### src/rtl/ika87ad_intc_pkg.sv
// ika87ad_intc_pkg: shared FSM state, source indices, codes and group vectors for the interrupt controller
// Build option: define IKA87AD_INTC_NMI_EN to arbitrate NMI; otherwise NMI is ignored.
package ika87ad_intc_pkg;
  typedef enum logic [1:0] {ST_IDLE, ST_PEND, ST_ACK} state_t;
  localparam int NSRC = 10;
  localparam logic [3:0] SRC_INTT0  = 4'd0;
  localparam logic [3:0] SRC_INTT1  = 4'd1;
  localparam logic [3:0] SRC_INT1   = 4'd2;
  localparam logic [3:0] SRC_INT2   = 4'd3;
  localparam logic [3:0] SRC_INTE0  = 4'd4;
  localparam logic [3:0] SRC_INTE1  = 4'd5;
  localparam logic [3:0] SRC_INTEIN = 4'd6;
  localparam logic [3:0] SRC_INTAD  = 4'd7;
  localparam logic [3:0] SRC_INTSR  = 4'd8;
  localparam logic [3:0] SRC_INTST  = 4'd9;
  localparam logic [4:0] CODE_NMI    = 5'd0;
  localparam logic [4:0] CODE_INTT0  = 5'd1;
  localparam logic [4:0] CODE_INTT1  = 5'd2;
  localparam logic [4:0] CODE_INT1   = 5'd3;
  localparam logic [4:0] CODE_INT2   = 5'd4;
  localparam logic [4:0] CODE_INTE0  = 5'd5;
  localparam logic [4:0] CODE_INTE1  = 5'd6;
  localparam logic [4:0] CODE_INTEIN = 5'd7;
  localparam logic [4:0] CODE_INTAD  = 5'd8;
  localparam logic [4:0] CODE_INTSR  = 5'd9;
  localparam logic [4:0] CODE_INTST  = 5'd10;
  localparam logic [15:0] VEC_NMI    = 16'h0004;
  localparam logic [15:0] VEC_TIMER  = 16'h0008;
  localparam logic [15:0] VEC_INT12  = 16'h0010;
  localparam logic [15:0] VEC_ECNT   = 16'h0018;
  localparam logic [15:0] VEC_EINAD  = 16'h0020;
  localparam logic [15:0] VEC_SERIAL = 16'h0028;
  // Sources are paired two per group, so the group is the index without its LSB.
  function automatic logic [15:0] group_vec(input logic [3:0] idx);
    case (idx[3:1])
      3'd0:    group_vec = VEC_TIMER;
      3'd1:    group_vec = VEC_INT12;
      3'd2:    group_vec = VEC_ECNT;
      3'd3:    group_vec = VEC_EINAD;
      default: group_vec = VEC_SERIAL;
    endcase
  endfunction
endpackage

### src/rtl/ika87ad_intc_if.sv
// ika87ad_intc_if: eligible-request bundle between the controller and its priority encoder
// master drives elig/nmi and reads the winner; slave (the encoder) does the reverse.
interface ika87ad_intc_if;
  logic [9:0]  elig;
  logic        nmi;
  logic        any;
  logic        is_nmi;
  logic [3:0]  idx;
  logic [4:0]  code;
  logic [15:0] vec;
  modport master (output elig, nmi, input any, is_nmi, idx, code, vec);
  modport slave (input elig, nmi, output any, is_nmi, idx, code, vec);
endinterface

### src/rtl/ika87ad_intc_prienc.sv
// ika87ad_intc_prienc: combinational priority encoder, eligible vector -> winning index/code/vector
// Port pe (slave): elig/nmi in; any, is_nmi, idx, code, vec out.
module ika87ad_intc_prienc
  import ika87ad_intc_pkg::*;
(
  ika87ad_intc_if.slave pe
);
  logic [3:0] idx;
  // Groups are ordered by address and bit order within groups, so the lowest set bit wins overall.
  always_comb begin
    idx = 4'd0;
    for (int i = NSRC - 1; i >= 0; i--) if (pe.elig[i]) idx = 4'(i);
  end
  assign pe.any    = pe.nmi | (|pe.elig);
  assign pe.is_nmi = pe.nmi;
  assign pe.idx    = idx;
  assign pe.code   = pe.nmi ? CODE_NMI : {1'b0, idx} + 5'd1;
  assign pe.vec    = pe.nmi ? VEC_NMI : group_vec(idx);
endmodule

### src/rtl/ika87ad_intc.sv
// ika87ad_intc: interrupt controller with grouped vectors, IDLE/PEND/ACK handshake and auto-clear pulses
// Ports: i_EMUCLK clock, i_MRST_n sync active-low reset, i_TICK clock enable, i_IFLAG/i_MASK per-source
// flags and masks, i_NMI_FLAG, i_IE, i_IRQ_ACK; o_IRQ_REQ/o_IRQ_VECTOR/o_IRQ_CODE request,
// o_MULTI_EN group-unmasked, o_AUTO_ACK/o_NMI_ACK one-tick clear pulses.
// Build option: IKA87AD_INTC_NMI_EN enables NMI arbitration; without it i_NMI_FLAG is ignored.
module ika87ad_intc
  import ika87ad_intc_pkg::*;
(
  input  logic        i_EMUCLK,
  input  logic        i_MRST_n,
  input  logic        i_TICK,
  input  logic [9:0]  i_IFLAG,
  input  logic [9:0]  i_MASK,
  input  logic        i_NMI_FLAG,
  input  logic        i_IE,
  input  logic        i_IRQ_ACK,
  output logic        o_IRQ_REQ,
  output logic [15:0] o_IRQ_VECTOR,
  output logic [4:0]  o_IRQ_CODE,
  output logic [9:0]  o_MULTI_EN,
  output logic [9:0]  o_AUTO_ACK,
  output logic        o_NMI_ACK
);
  ika87ad_intc_if pe_if ();
  ika87ad_intc_prienc u_prienc (.pe(pe_if));
  state_t      state_q;
  logic        req_q, nmi_q, nmi_ack_q, nmi_elig, still_elig;
  logic [15:0] vec_q;
  logic [4:0]  code_q;
  logic [3:0]  idx_q;
  logic [9:0]  auto_q, elig, ack_vec;
`ifdef IKA87AD_INTC_NMI_EN
  assign nmi_elig = i_NMI_FLAG;
`else
  logic unused_nmi;
  assign unused_nmi = i_NMI_FLAG;
  assign nmi_elig   = 1'b0;
`endif
  assign elig        = i_IFLAG & ~i_MASK & {10{i_IE}};
  assign pe_if.elig  = elig;
  assign pe_if.nmi   = nmi_elig;
  for (genvar g = 0; g < 5; g++) begin : g_multi
    assign o_MULTI_EN[2*g +: 2] = {2{~|i_MASK[2*g +: 2]}};
  end
  assign still_elig = nmi_q ? nmi_elig : elig[idx_q];
  // A group with both sources enabled is cleared by software (SKIT), so no auto pulse there.
  assign ack_vec = (10'd1 << idx_q) & ~o_MULTI_EN;
  always_ff @(posedge i_EMUCLK) begin
    if (!i_MRST_n) begin
      state_q   <= ST_IDLE;
      req_q     <= 1'b0;
      vec_q     <= '0;
      code_q    <= '0;
      idx_q     <= '0;
      nmi_q     <= 1'b0;
      auto_q    <= '0;
      nmi_ack_q <= 1'b0;
    end else if (i_TICK) begin
      auto_q    <= '0;
      nmi_ack_q <= 1'b0;
      case (state_q)
        ST_IDLE: if (pe_if.any) begin
          state_q <= ST_PEND;
          req_q   <= 1'b1;
          vec_q   <= pe_if.vec;
          code_q  <= pe_if.code;
          idx_q   <= pe_if.idx;
          nmi_q   <= pe_if.is_nmi;
        end
        ST_PEND: if (!still_elig) begin
          state_q <= ST_IDLE;
          req_q   <= 1'b0;
        end else if (i_IRQ_ACK) begin
          state_q   <= ST_ACK;
          req_q     <= 1'b0;
          auto_q    <= nmi_q ? '0 : ack_vec;
          nmi_ack_q <= nmi_q;
        end else if (nmi_elig && !nmi_q) begin
          vec_q  <= VEC_NMI;
          code_q <= CODE_NMI;
          nmi_q  <= 1'b1;
        end
        ST_ACK: state_q <= ST_IDLE;
        default: state_q <= ST_IDLE;
      endcase
    end
  end
  assign o_IRQ_REQ    = req_q;
  assign o_IRQ_VECTOR = vec_q;
  assign o_IRQ_CODE   = code_q;
  assign o_AUTO_ACK   = auto_q;
  assign o_NMI_ACK    = nmi_ack_q;
endmodule

### config.mk
export PLATFORM = sky130hd
export DESIGN_NAME = ika87ad_intc
export DESIGN_NICKNAME = d
export VERILOG_FILES = /design/src/rtl/ika87ad_intc_pkg.sv /design/src/rtl/ika87ad_intc_if.sv /design/src/rtl/ika87ad_intc_prienc.sv /design/src/rtl/ika87ad_intc.sv
export SDC_FILE = /design/constraint.sdc
export NUM_CORES = 1
export LEC_CHECK = 0
export ABC_AREA = 1
export BUFFER_PORTS_ARGS = -buffer_cell sky130_fd_sc_hd__buf_2
export CAP_MARGIN = 10
export CORE_ASPECT_RATIO = 2
export CORE_MARGIN = 3
export CORE_UTILIZATION = 52
export DETAILED_ROUTE_END_ITERATION = 10
export PLACE_DENSITY = 0.81
export SLEW_MARGIN = 20
export SYNTH_ARGS = -nofsm -noshare
export SYNTH_HDL_FRONTEND = slang
export SYNTH_HIERARCHICAL = 1
export SYNTH_SLANG_ARGS = --single-unit
export TNS_END_PERCENT = 5
### constraint.sdc
create_clock -name i_EMUCLK -period 2 [get_ports i_EMUCLK]
set_clock_uncertainty 0.05 [all_clocks]
set_input_delay 0.2 -clock i_EMUCLK [delete_from_list [all_inputs] [get_ports i_EMUCLK]]
set_output_delay 0.2 -clock i_EMUCLK [all_outputs]
set_load 0.005 [all_outputs]
After elaboration in Yosys (flattened, before gate mapping)
Cells that the tools add are included.
{ "classes": {"add_sub_neg": 1, "magnitude_cmp": 1, "n_eq_ne": 6, "n_shift": 1, "n_mux": 24, "n_bitwise": 5, "n_reduce_logical": 17} }
{ "ops": {"columns": ["op", "n"], "rows": [
  ["$mux 4", 10],
  ["$and 10x10->10", 3],
  ["$mux 10", 3],
  ["$pmux 6 s4", 1],
  ["$not 10->10", 2],
  ["$reduce_or 10->1", 1],
  ["$reduce_or 2->1", 5],
  ["$shl 1x4->10 const A", 1],
  ["$eq 3x2->1 const B", 2],
  ["$mux 2", 3],
  ["$reduce_and 3->1", 2],
  ["$add 4x1->5 const B", 1],
  ["$logic_not 1->1", 5],
  ["$lt 4x5->1 const B", 1],
  ["$bmux 1 s4", 1],
  ["$mux 1", 4],
  ["$pmux 2 s2", 1],
  ["$reduce_and 4->1", 1],
  ["$eq 3x1->1 const B", 1],
  ["$logic_not 3->1", 1],
  ["$ne 3x3->1 const B", 1],
  ["$eq 2x1->1 const B", 1],
  ["$logic_not 2->1", 1],
  ["$ne 2x2->1 const B", 1],
  ["other kinds (2)", 2]
]} }
{ "totals": {"ff_bits": 38, "inputBits": 26, "output_inout_bits": 43} }

Depth between registers and ports, before layout
{ "logic_depth": {"ltp_word": 15, "mapped_depth": 17} }

Modules after synthesis
Netlist, hierarchy kept.
{ "modules_own_cells": {"columns": ["module", "n_inst", "cells_per_inst", "area_each_um2"], "rows": [
  ["ika87ad_intc", 1, 262, 1775.5],
  ["ika87ad_intc_prienc", 1, 68, 426.7]
]} }

Worst setup path after synthesis
Ideal clock, no wire load.
{ "synth_path": {"path_type": "input -> register", "start": "input port i_IE", "end": "register code_q[0] (netlist: o_IRQ_CODE[0])", "setup_ps": 116, "arrival_ps": 1487, "setup_slack_ps": 347, "stages": 12, "n_path_buf": 2, "path_cell_list": "buf_4 -> nand3_1 -> inv_1 -> nor2_4 -> nand3_4 -> inv_1 -> nand4_1 -> nand3_1 -> inv_1 -> buf_2 -> nor2_1 -> nor2_1"} }
{ "synth_between": {"elab_cells_between_ends": 14, "cone_classes": "add/sub: 1; mux: 10; bitwise: 1; reduce/logical: 2"} }
{ "synth_lines": {"columns": ["item", "line_no", "text"], "rows": [
  ["start: declaration", "ika87ad_intc.sv:15", "input logic i_IE,"],
  ["$and 10x10->10", "ika87ad_intc.sv:39", "assign elig = i_IFLAG & ~i_MASK & {10{i_IE}};"],
  ["via elig[3]", "ika87ad_intc.sv:31", "logic [9:0] auto_q, elig, ack_vec;"],
  ["$reduce_or 10->1", "ika87ad_intc_prienc.sv:14", "assign pe.any = pe.nmi | (|pe.elig);"],
  ["via pe_if.any", "ika87ad_intc_if.sv:6", "logic any;"],
  ["$reduce_and 3->1 (no source line)", null, null],
  ["end signal: assignment", "ika87ad_intc.sv:66", "code_q <= pe_if.code;"],
  ["end: declaration", "ika87ad_intc.sv:29", "logic [4:0] code_q;"]
]} }
The timed path passes the listed nets, and every way through them passes these cells.
A chain may end at the register's enable or synchronous reset.

Final worst setup path
{ "layout_path": {"start": "register idx_q[1]", "end": "register req_q (netlist: o_IRQ_REQ)"} }
{ "layout_between": {"elab_chain_cells": 4, "elab_cells_between_ends": 6, "cone_classes": "eq/ne: 1; mux: 4; reduce/logical: 1"} }
{ "layout_rtl": {"columns": ["item", "line_no", "text"], "rows": [
  ["start: declaration", "ika87ad_intc.sv:30", "logic [3:0] idx_q;"],
  ["start signal: assignment", "ika87ad_intc.sv:67", "idx_q <= pe_if.idx;"],
  ["$bmux 1 s4 (*)", "ika87ad_intc.sv:45", "assign still_elig = nmi_q ? nmi_elig : elig[idx_q];"],
  ["$mux 1 (implied by the code) (*)", "ika87ad_intc.sv:45", null],
  ["$ne 3x3->1 (no source line) or $mux 1 (tied branches)", null, null],
  ["$reduce_and 4->1 (no source line) or $pmux 1 s2 (tied branches)", null, null],
  ["end signal: assignment", "ika87ad_intc.sv:51", "req_q <= 1'b0;"],
  ["end signal: assignment", "ika87ad_intc.sv:64", "req_q <= 1'b1;"],
  ["end signal: assignment", "ika87ad_intc.sv:72", "req_q <= 1'b0;"],
  ["end: declaration", "ika87ad_intc.sv:27", "logic req_q, nmi_q, nmi_ack_q, nmi_elig, still_elig;"]
]} }
Mark *: on every way between the ends. The rest lies on a longest branch, timed or not. The select of a mux whose other input is x is not followed.

==> summary.md <==
| Metric | Value |
|---|---|
| Synth Instances | `330` |
| Hold crit path type | `primary input to register` |
| Clk sink count | `40` |
| Num CTS Buffers | `5` |
| Share of cells above drive strength 1 | `0.2626` |
| Cells on Worst Hold Path | `2` |
| Critical Path Start | `idx_q[1]` |
| Finished Layout Cells | `447` |
| All-layer global routing usage | `0.2086` |
| Worst r2r src | `idx_q[1]` |
| Antenna violations before repair | `0` |
| N_diodes | `0` |
| Critical path data required time | `2.14 ns` |
| Largest net degree at the start of global routing | `30` |
| Worst vdd ir | `0.6333 mV` |
| Slowest CP cell | `dfxtp_1` |
| Yosys reg bits | `40` |
| Pleak | `1.385 nW` |
| Fillers | `366` |
| I/O Buffers | `67` |
| Crit share post-route | `0.8983` |
| Core region area | `3964 um^2` |
| Crit path max-delay family | `simple AND/OR/NAND/NOR gates` |
| Hold Crit Start | `i_TICK` |
| CP Cell Sequence | `inv_1, nor2_1, nand2_1, nand2_1, nor2_1, nor2_1, nor2_4, nand3_1, nand2_1, o21ai_0, inv_1` |
| Kind of critical path | `register to register` |
| Worst skew pair latency | `0.29 ns` |
| RSZ-0062 raised after global routing | `no` |
| H-tree depth | `2` |
| Post-synth cell types | `28` |
| Routed len/inst | `11.09 um` |
| Die Ht | `98.03 um` |
| WL final | `4957 um` |
| Worst setup SP type | `register` |
| DRT antenna net count | `0` |
| Post-DP HPWL | `3914 um` |
| Initial DRC Count | `33` |
| Final hold viol count | `0` |
| Setup tns final | `0 ns` |
| Max-slew violation count | `0` |
| Leading cell type in the layout, fill and taps excluded | `nor2_1` |
| Tmin final | `1.797 ns` |
| # DRC | `0` |
| End of the worst hold path | `o_NMI_ACK` |
| Syn Std Cell Area | `2202 um^2` |
| Nets | `421` |
| Syn avg cell area | `6.673 um^2` |
| Crit-path max FO | `12` |
| CTS Hold Bufs | `0` |
| Boundary pin count | `69` |
| Worst endpoint data arrival time | `1.93 ns` |
| First-pass GRT wire length | `8286 um` |
| RD Place Congestion | `0.8701` |
| Sequential area share after synthesis | `0.3636` |
| Ys Warns | `6` |
| Final setup fails | `0` |
| P per Cell Area | `731.7 nW/um^2` |
| Starting Density | `0.5556` |
| Buf/Inv on CP | `2` |
| Clk slew on worst S/H paths | `0.08 ns` |
| Placed cell count | `439` |
| Vias | `2115` |
| Vias per inst | `4.732` |
| Drt pass-1 iters | `4` |
| Cell row count | `32` |
| F_max | `556.6 MHz` |
| Die width | `52.02 um` |
| Vias in the first global route | `2002` |
| Clk buf depth | `2` |
| Post-CTS setup repair buffer count | `0` |
| Reg2Reg Depth | `11` |
| Overflow after GRT | `0` |
| CTS tree | `built` |
| CTS root buffer | `clkbuf_8` |
| Reg2reg setup slack | `0.20 ns` |
| Worst Setup End Kind | `register` |
| Crit path largest cell delay | `0.42 ns` |
| # Max-Cap Violations | `0` |
| Reg-to-Reg End | `o_IRQ_REQ` |
| Most frequent cells in the layout | `nor2_1, buf_2, nand2_1` |
| Area grow syn2layout | `18.98%` |
| Status | `finished, final reports clean` |
| Die area | `5099 um^2` |
-- synth_stat cells --
master	number	area share
a21oi_1	16	0.036
a21oi_2	1	0.0040
a21oi_4	1	0.0074
buf_2	3	0.0068
buf_4	22	0.075
clkbuf_1	8	0.014
clkinv_1	1	0.0017
conb_1	2	0.0034
dfxtp_1	40	0.36
inv_1	35	0.060
inv_2	7	0.012
nand2_1	50	0.085
nand2_2	2	0.0057
nand2_4	1	0.0051
nand3_1	12	0.027
nand3_2	1	0.0045
nand3_4	2	0.016
nand3b_1	1	0.0034
nand4_1	13	0.037
nand4_2	1	0.0057
nor2_1	72	0.12
nor2_2	2	0.0057
nor2_4	3	0.015
nor3_1	4	0.0091
nor3_4	1	0.0074
o21ai_0	27	0.061
o21ai_1	1	0.0023
or2_2	1	0.0028
-- report_power, final --
| part | total [mW] | switching (mW) | internal (mW) |
|---|---|---|---|
| Combinational | 0.455 | 0.275 | 0.180 |
| Clock | 0.560 | 0.280 | 0.280 |
| Sequential | 0.901 | 0.0393 | 0.862 |
-- worst max path at each step --
| stage | to | slack (ns) | cells after the start |
|---|---|---|---|
| floorplan | o_IRQ_CODE[0] | 0.35 | 12 |
| global placement | o_IRQ_CODE[0] | 0.12 | 12 |
| detailed placement | state_q[0] | 0.06 | 9 |
| CTS | state_q[0] | 0.04 | 9 |
| global route | o_IRQ_REQ | 0.001 | 11 |
| finish | o_IRQ_REQ | 0.20 | 11 |
-- state kept, by name (all words and copies together), names as in the netlist --
name / flops
nmi_q: 1
o_NMI_ACK: 1
o_IRQ_REQ: 1
o_IRQ_CODE: 5
idx_q: 4
state_q: 2
o_IRQ_VECTOR: 16
o_AUTO_ACK: 10
-- area by class of cell --
| cell class | count | area (um^2) | share of cell area |
|---|---|---|---|
| multi-input cells | 233 | 1115 | 0.4255 |
| clock buffers | 7 | 86.33 | 0.03295 |
| repair buffers | 72 | 385.4 | 0.1471 |
| clock inverters | 1 | 7.507 | 0.002865 |
| flip-flops and latches | 40 | 800.8 | 0.3056 |
| well taps | 51 | 63.81 | 0.02436 |
| inverters | 43 | 161.4 | 0.06160 |
-- routing by layer --
metal | track usage | up-vias | share of wire
met4 | 0.09091 | 0 | 0.025
met5 | 0 | - | 0
met3 | 0.03511 | 10 | 0.044
met2 | 0.4219 | 52 | 0.58
li1 | - | 1123 | -
met1 | 0.1806 | 930 | 0.35
-- kinds of logic after synthesis --
family          synth area share
buf+inv                   0.1688
compound gates            0.1114
flops                     0.3636
other cells             0.003410
simple gates              0.3528
-- metrics by stage --
step	util	total power, mW	instance area [um^2]	setup slack [ns]	hold WS, ns
2_1_floorplan	-	1.240	2273	0.3468	0.3761
3_3_place_gp	0.6338	1.360	2512	0.1187	0.3636
6_report	0.6610	1.917	2620	0.2034	0.1223
4_1_cts	0.6575	1.936	2606	0.03885	0.1169
3_5_place_dp	0.6338	1.372	2512	0.05643	0.3669
5_1_grt	0.6610	2.035	2620	0.001427	0.1355
-- repair_timing --
item | in CTS | in global routing
gates resized for setup | 0 | 3
endpoints found under the hold margin | 0 | 0
endpoints found under the setup margin | 0 | 3
-- worst register-to-register path: stages (launching register included) --
cell	delay (ns)
dfxtp_1	0.42
inv_1	0.10
nor2_1	0.25
nand2_1	0.09
nand2_1	0.07
nor2_1	0.04
nor2_1	0.17
nor2_4	0.10
nand3_1	0.12
nand2_1	0.08
o21ai_0	0.15
inv_1	0.05
Power figures use the tool's default switching activity.
